### config.mk
export PLATFORM = sky130hd
export DESIGN_NAME = axi_lite_regfile
export DESIGN_NICKNAME = d
export VERILOG_FILES = /design/src/rtl/axi_lite_pkg.sv /design/src/rtl/axi_lite_reg_bank.sv /design/src/rtl/axi_lite_regfile.sv
export SDC_FILE = /design/constraint.sdc
export NUM_CORES = 1
export LEC_CHECK = 0
export ABC_CLOCK_PERIOD_IN_PS = 66100
export BUFFER_PORTS_ARGS = -buffer_cell sky130_fd_sc_hd__buf_4
export CORE_MARGIN = 8
export CORE_UTILIZATION = 45
export CTS_CLUSTER_DIAMETER = 120
export CTS_CLUSTER_SIZE = 40
export DETAILED_ROUTE_END_ITERATION = 6
export PLACE_DENSITY = 0.71
export SYNTH_ARGS = -nofsm -noshare
export SYNTH_HDL_FRONTEND = slang
export SYNTH_SLANG_ARGS = --single-unit
### constraint.sdc
create_clock -name i_clk -period 66.1 [get_ports i_clk]
set_clock_uncertainty 0.15 [all_clocks]
set_input_delay 13.22 -clock i_clk [delete_from_list [all_inputs] [get_ports i_clk]]
set_output_delay 13.22 -clock i_clk [all_outputs]
set_load 0.02 [all_outputs]
### src/rtl/axi_lite_pkg.sv
// Shared response codes and handshake FSM state encodings for the AXI-Lite register file.
package axi_lite_pkg;

    localparam logic [1:0] RESP_OKAY   = 2'b00;
    localparam logic [1:0] RESP_SLVERR = 2'b10;

    typedef enum logic {
        W_IDLE = 1'b0,
        W_RESP = 1'b1
    } w_state_e;

    typedef enum logic {
        R_IDLE = 1'b0,
        R_DATA = 1'b1
    } r_state_e;

endpackage

### src/rtl/axi_lite_reg_bank.sv
// Register storage: byte-strobed synchronous write port, asynchronous read port, async clear.
module axi_lite_reg_bank #(
    parameter int unsigned REG_NUM = 16,
    parameter int unsigned DATA_W  = 32,
    parameter int unsigned IDX_W   = 4
) (
    input  logic                  i_clk,
    input  logic                  i_rst,
    input  logic                  we,
    input  logic [IDX_W-1:0]      waddr,
    input  logic [DATA_W-1:0]     wdata,
    input  logic [DATA_W/8-1:0]   wstrb,
    input  logic [IDX_W-1:0]      raddr,
    output logic [DATA_W-1:0]     rdata_c
);

    localparam int unsigned NBYTES = DATA_W / 8;

    logic [DATA_W-1:0] mem [REG_NUM];

    always_ff @(posedge i_clk or posedge i_rst) begin
        if (i_rst) begin
            for (int unsigned i = 0; i < REG_NUM; i++) begin
                mem[i] <= '0;
            end
        end else if (we) begin
            for (int unsigned b = 0; b < NBYTES; b++) begin
                if (wstrb[b]) begin
                    mem[waddr][b*8 +: 8] <= wdata[b*8 +: 8];
                end
            end
        end
    end

    assign rdata_c = mem[raddr];

endmodule

### src/rtl/axi_lite_regfile.sv
// AXI4-Lite slave exposing REG_NUM 32-bit registers; independent write and read handshake FSMs.
module axi_lite_regfile
    import axi_lite_pkg::*;
#(
    parameter int unsigned AXI_ADDR_WIDTH = 32,
    parameter int unsigned AXI_DATA_WIDTH = 32,
    parameter int unsigned REG_NUM        = 16,
    parameter logic [31:0] BASE_ADDR      = 32'h0
) (
    input  logic                        i_clk,
    input  logic                        i_rst,
    input  logic [AXI_ADDR_WIDTH-1:0]   i_awaddr,
    input  logic                        i_awvalid,
    output logic                        o_awready,
    input  logic [AXI_DATA_WIDTH-1:0]   i_wdata,
    input  logic [AXI_DATA_WIDTH/8-1:0] i_wstrb,
    input  logic                        i_wvalid,
    output logic                        o_wready,
    output logic [1:0]                  o_bresp,
    output logic                        o_bvalid,
    input  logic                        i_bready,
    input  logic [AXI_ADDR_WIDTH-1:0]   i_araddr,
    input  logic                        i_arvalid,
    output logic                        o_arready,
    output logic [AXI_DATA_WIDTH-1:0]   o_rdata,
    output logic [1:0]                  o_rresp,
    output logic                        o_rvalid,
    input  logic                        i_rready
);

    localparam int unsigned IDX_W  = (REG_NUM > 1) ? $clog2(REG_NUM) : 1;
    localparam int unsigned STRB_W = AXI_DATA_WIDTH / 8;
    localparam logic [AXI_ADDR_WIDTH-1:0] BASE_A    = AXI_ADDR_WIDTH'(BASE_ADDR);
    localparam logic [AXI_ADDR_WIDTH-1:0] REGION_SZ = AXI_ADDR_WIDTH'(REG_NUM * 4);

    function automatic logic addr_ok(input logic [AXI_ADDR_WIDTH-1:0] a);
        logic [AXI_ADDR_WIDTH-1:0] off;
        off = a - BASE_A;
        return (a >= BASE_A) && (off < REGION_SZ);
    endfunction

    function automatic logic [IDX_W-1:0] addr_idx(input logic [AXI_ADDR_WIDTH-1:0] a);
        return IDX_W'((a - BASE_A) >> 2);
    endfunction

    w_state_e w_state, w_state_n;
    r_state_e r_state, r_state_n;

    logic                      aw_held, aw_held_n, w_held, w_held_n;
    logic [AXI_ADDR_WIDTH-1:0] aw_addr_q, aw_addr_n;
    logic [AXI_DATA_WIDTH-1:0] wdata_q, wdata_n;
    logic [STRB_W-1:0]         wstrb_q, wstrb_n;
    logic                      awready_q, awready_n, wready_q, wready_n;
    logic                      bvalid_q, bvalid_n;
    logic [1:0]                bresp_q, bresp_n;
    logic                      arready_q, arready_n, rvalid_q, rvalid_n;
    logic [1:0]                rresp_q, rresp_n;
    logic [AXI_DATA_WIDTH-1:0] rdata_q, rdata_n;

    logic                      aw_hs, w_hs;
    logic [AXI_ADDR_WIDTH-1:0] cur_awaddr;
    logic [AXI_DATA_WIDTH-1:0] cur_wdata;
    logic [STRB_W-1:0]         cur_wstrb;
    logic                      bank_we_c;
    logic [AXI_DATA_WIDTH-1:0] bank_rdata_c;

    axi_lite_reg_bank #(
        .REG_NUM (REG_NUM),
        .DATA_W  (AXI_DATA_WIDTH),
        .IDX_W   (IDX_W)
    ) u_bank (
        .i_clk   (i_clk),
        .i_rst   (i_rst),
        .we      (bank_we_c),
        .waddr   (addr_idx(cur_awaddr)),
        .wdata   (cur_wdata),
        .wstrb   (cur_wstrb),
        .raddr   (addr_idx(i_araddr)),
        .rdata_c (bank_rdata_c)
    );

    // Write path: collect AW and W in any order, commit on the edge both are present.
    always_comb begin
        w_state_n  = w_state;
        aw_held_n  = aw_held;
        w_held_n   = w_held;
        aw_addr_n  = aw_addr_q;
        wdata_n    = wdata_q;
        wstrb_n    = wstrb_q;
        bvalid_n   = bvalid_q;
        bresp_n    = bresp_q;
        bank_we_c  = 1'b0;
        aw_hs      = i_awvalid & awready_q;
        w_hs       = i_wvalid & wready_q;
        cur_awaddr = aw_held ? aw_addr_q : i_awaddr;
        cur_wdata  = w_held ? wdata_q : i_wdata;
        cur_wstrb  = w_held ? wstrb_q : i_wstrb;
        case (w_state)
            W_IDLE: begin
                if (aw_hs) begin
                    aw_held_n = 1'b1;
                    aw_addr_n = i_awaddr;
                end
                if (w_hs) begin
                    w_held_n = 1'b1;
                    wdata_n  = i_wdata;
                    wstrb_n  = i_wstrb;
                end
                if ((aw_held | aw_hs) && (w_held | w_hs)) begin
                    w_state_n = W_RESP;
                    bvalid_n  = 1'b1;
                    bank_we_c = addr_ok(cur_awaddr);
                    bresp_n   = addr_ok(cur_awaddr) ? RESP_OKAY : RESP_SLVERR;
                end
            end
            W_RESP: begin
                if (i_bready) begin
                    w_state_n = W_IDLE;
                    bvalid_n  = 1'b0;
                    aw_held_n = 1'b0;
                    w_held_n  = 1'b0;
                end
            end
        endcase
        awready_n = (w_state_n == W_IDLE) && !aw_held_n;
        wready_n  = (w_state_n == W_IDLE) && !w_held_n;
    end

    // Read path: sample the bank on the AR edge so a same-edge write is not visible yet.
    always_comb begin
        r_state_n = r_state;
        rvalid_n  = rvalid_q;
        rdata_n   = rdata_q;
        rresp_n   = rresp_q;
        case (r_state)
            R_IDLE: begin
                if (i_arvalid && arready_q) begin
                    r_state_n = R_DATA;
                    rvalid_n  = 1'b1;
                    rdata_n   = addr_ok(i_araddr) ? bank_rdata_c : '0;
                    rresp_n   = addr_ok(i_araddr) ? RESP_OKAY : RESP_SLVERR;
                end
            end
            R_DATA: begin
                if (i_rready) begin
                    r_state_n = R_IDLE;
                    rvalid_n  = 1'b0;
                end
            end
        endcase
        arready_n = (r_state_n == R_IDLE);
    end

    always_ff @(posedge i_clk or posedge i_rst) begin
        if (i_rst) begin
            w_state   <= W_IDLE;
            r_state   <= R_IDLE;
            aw_held   <= 1'b0;
            w_held    <= 1'b0;
            aw_addr_q <= '0;
            wdata_q   <= '0;
            wstrb_q   <= '0;
            awready_q <= 1'b0;
            wready_q  <= 1'b0;
            bvalid_q  <= 1'b0;
            bresp_q   <= '0;
            arready_q <= 1'b0;
            rvalid_q  <= 1'b0;
            rresp_q   <= '0;
            rdata_q   <= '0;
        end else begin
            w_state   <= w_state_n;
            r_state   <= r_state_n;
            aw_held   <= aw_held_n;
            w_held    <= w_held_n;
            aw_addr_q <= aw_addr_n;
            wdata_q   <= wdata_n;
            wstrb_q   <= wstrb_n;
            awready_q <= awready_n;
            wready_q  <= wready_n;
            bvalid_q  <= bvalid_n;
            bresp_q   <= bresp_n;
            arready_q <= arready_n;
            rvalid_q  <= rvalid_n;
            rresp_q   <= rresp_n;
            rdata_q   <= rdata_n;
        end
    end

    assign o_awready = awready_q;
    assign o_wready  = wready_q;
    assign o_bvalid  = bvalid_q;
    assign o_bresp   = bresp_q;
    assign o_arready = arready_q;
    assign o_rvalid  = rvalid_q;
    assign o_rresp   = rresp_q;
    assign o_rdata   = rdata_q;

endmodule

==> flow_metrics.tcl <==
set metrics [dict create \
    layout_commonest_cell "dfrtp_1" \
    cts_tree "built" \
    crit_arrival_ps 16650 \
    regArea_um2 15500 \
    rsz0062_at_grt "false" \
    grt_pass1_wl_um 101000 \
    dpl.hpwl_um 41100 \
    tightest_slew_ps 1140 \
    areaGrowthSynthToFinish_pct 8.44 \
    period_needed_ps 16310 \
    p_per_area_nw_per_um2 24.2 \
    fin_cells 2696 \
    synthCells 1776 \
    yosys_warnings 0 \
    wl_met2_um 32700 \
    critical_path_class "in -> reg" \
    die_h_um 267 \
    startpoint "i_araddr[2]" \
    drtPass1Iterations 5 \
    post-cts-setup-buffer-count 0 \
    layout.nets 1952 \
    multi_input_area_um2 12200 \
    peakVddDrop_uv 16.9 \
    pwr-share-clk_pct 22.5 \
    gp_congestion 0.776 \
    max_slew_margin_pct 24.0 \
    grt.total_usage_pct 18.0 \
    ff2ff_path_depth 5 \
    die_w_um 267 \
    drv_slew 0 \
    r2r_slack_ps 61970 \
    vias 15700 \
    yosysSeqAreaShare_pct 55.0 \
    min_from "r_state" \
    hold_buffers 0 \
    crit_path_end_kind "register" \
    rr_endpoint "u_bank.mem[149]" \
    ctsHtreeMaxLevel 1 \
    initial_core_util_pct 45.2 \
    port_buffers 141 \
    initialDrtViolationCount 1041 \
    p_int_mw 0.512 \
    switching_share_pct 30.9 \
    cts_resized 0 \
    outcome "complete, no violations" \
    die_area_um2 71000 \
    ant_nets 0 \
    fin_ws_ps 49790 \
    antenna_found_initial 2 \
    vias_per_cell 5.83 \
    worstPathRequired_ps 66440 \
    wl_met3_um 1980 \
    final_cell_mix "620 x dfrtp_1, 606 x mux2_2, 155 x buf_4" \
    grt_pass1_vias 17400 \
    cts_buffers 19 \
    grt_max_degree 197 \
    seq_power_share_pct 56.4 \
    fill_cells 5231 \
    syn_area_um2 28200 \
    cts_buffer_depth 3 \
    clk_latency_ps 590 \
    crit_path_max_fanout 52 \
    setup-tns-final_ps 0 \
    crit_end "o_rdata[31]" \
    hold_viol_final 0 \
    power.switching_mw 0.229 \
    core_um2 62500 \
    comb_power_share_pct 21.2 \
    dpl_worst_slack_ps 49010 \
    post_route_cells_drive_above_1_share_pct 54.4 \
    clock.fmax_mhz 61.3 \
    maxCapViolCount 0 \
    placed_cells 2670 \
    route.detailed.drc 0 \
    start_kind "input pin" \
    wl_um 63800 \
    m1WireLength_um 27600 \
    avgSynthCellArea_um2 15.9 \
    hold_class "reg -> reg" \
    r2r_start "aw_held" \
    num_rows 92 \
    p_leak_nw 14.9 \
    ys_types 48 \
    ctsRootBufferMaster "clkbuf_16" \
    routed.top_layer "met4" \
    ios 148 \
    setup-violations-final 0 \
    path_clk_slew_ps 140 \
    wire_per_inst_um 23.7 \
    finalCritPeriodShare_pct 24.7 \
    clock-sinks 621 \
    grt_overflow 0 \
    synth_seq_cells 621 \
]
[logic make-up after synthesis]
group	Yosys count	synth area share, %
flip-flops	621	55.0
AO/OA/AOI/OAI	123	3.47
multiplexers	740	34.6
buffers and inverters	122	1.89
other	1	0.0133
AND/OR/NAND/NOR	169	4.99
[routing by layer]
metal | up-vias | global-route usage, %
met2 | 262 | 31.6
met4 | 0 | 4.82
li1 | 6871 | -
met1 | 8499 | 23.6
met3 | 73 | 1.95
met5 | - | 0
[cell type report]
type                            count  share of cell area, %
Timing Repair Buffer              158                   3.98
Sequential cell                   621                   50.8
Inverter                           11                  0.159
Tap cell                          846                   3.46
Clock inverter                      2                 0.0817
Antenna cell                        2                 0.0163
Multi-Input combinational cell   1034                   39.9
Clock buffer                       22                   1.62
[how the worst min path moves through the flow]
stage | endpoint | slack (ps) | depth (start not counted)
detailed placement | o_rvalid | 290 | 1
finish | o_rvalid | 330 | 1
global route | o_rvalid | 360 | 1
global placement | o_rvalid | 280 | 1
CTS | o_rvalid | 320 | 1
floorplan | o_rvalid | 270 | 1
[state kept, by name, indices dropped and copies added (netlist names), 4 cells and up]
register / count
u_bank.mem: 512
o_rdata: 32
wdata_q: 32
aw_addr_q: 30
wstrb_q: 4
[critical path, cell delays in order]
cell	delay [ps]
clkbuf_8	520
buf_4	890
buf_4	680
mux4_2	580
a22oi_1	280
nand2_1	120
a22o_1	210
[cells in the mapped netlist, drive strengths merged]
library cell	count	area (µm²)
nand3	37	340
a31oi	3	18.8
a22o	32	280
nand4	38	536
dfrtp	621	15500
or4b	1	10.0
a211oi	3	60.1
a21oi	5	28.8
nor3b	6	82.6
or4	1	7.51
nand2	38	143
a22oi	66	495
a21o	2	15.0
nor4b	2	17.5
nor3	8	61.3
nor4	12	75.1
inv	10	37.5
and3b	1	8.76
o32a	1	10.0
nor2b	2	12.5
o22a	2	17.5
o22ai	2	12.5
nor2	18	83.8
and2	1	6.26
mux4	128	2880
o21ai	5	25.0
mux2	609	6860
clkinv	1	3.75
nand2b	2	12.5
buf	38	219
mux2i	3	30.0
clkbuf	73	274
and3	2	12.5
conb	1	3.75
o32ai	2	17.5
[through the flow]
| stage | hold WS, ps | utilization, % | cell area (µm²) | total power [mW] |
|---|---|---|---|---|
| after floorplan | 267 | - | 28200 | 0.537 |
| after global routing | 364 | 49.0 | 30600 | 0.777 |
| after detailed placement | 293 | 48.1 | 30100 | 0.586 |
| final | 326 | 49.0 | 30600 | 0.741 |
| after CTS | 321 | 49.0 | 30600 | 0.750 |
| after global placement | 283 | 48.1 | 30100 | 0.576 |
[power by group through the flow]
stage               Clock (mW)  Combinational, mW  Sequential [mW]
finish                   0.166              0.157            0.418
global route             0.184              0.173            0.421
CTS                      0.172              0.161            0.418
detailed placement           0              0.161            0.425
global placement             0              0.153            0.423
floorplan                    0              0.116            0.422
Power figures use the tool's default switching activity.
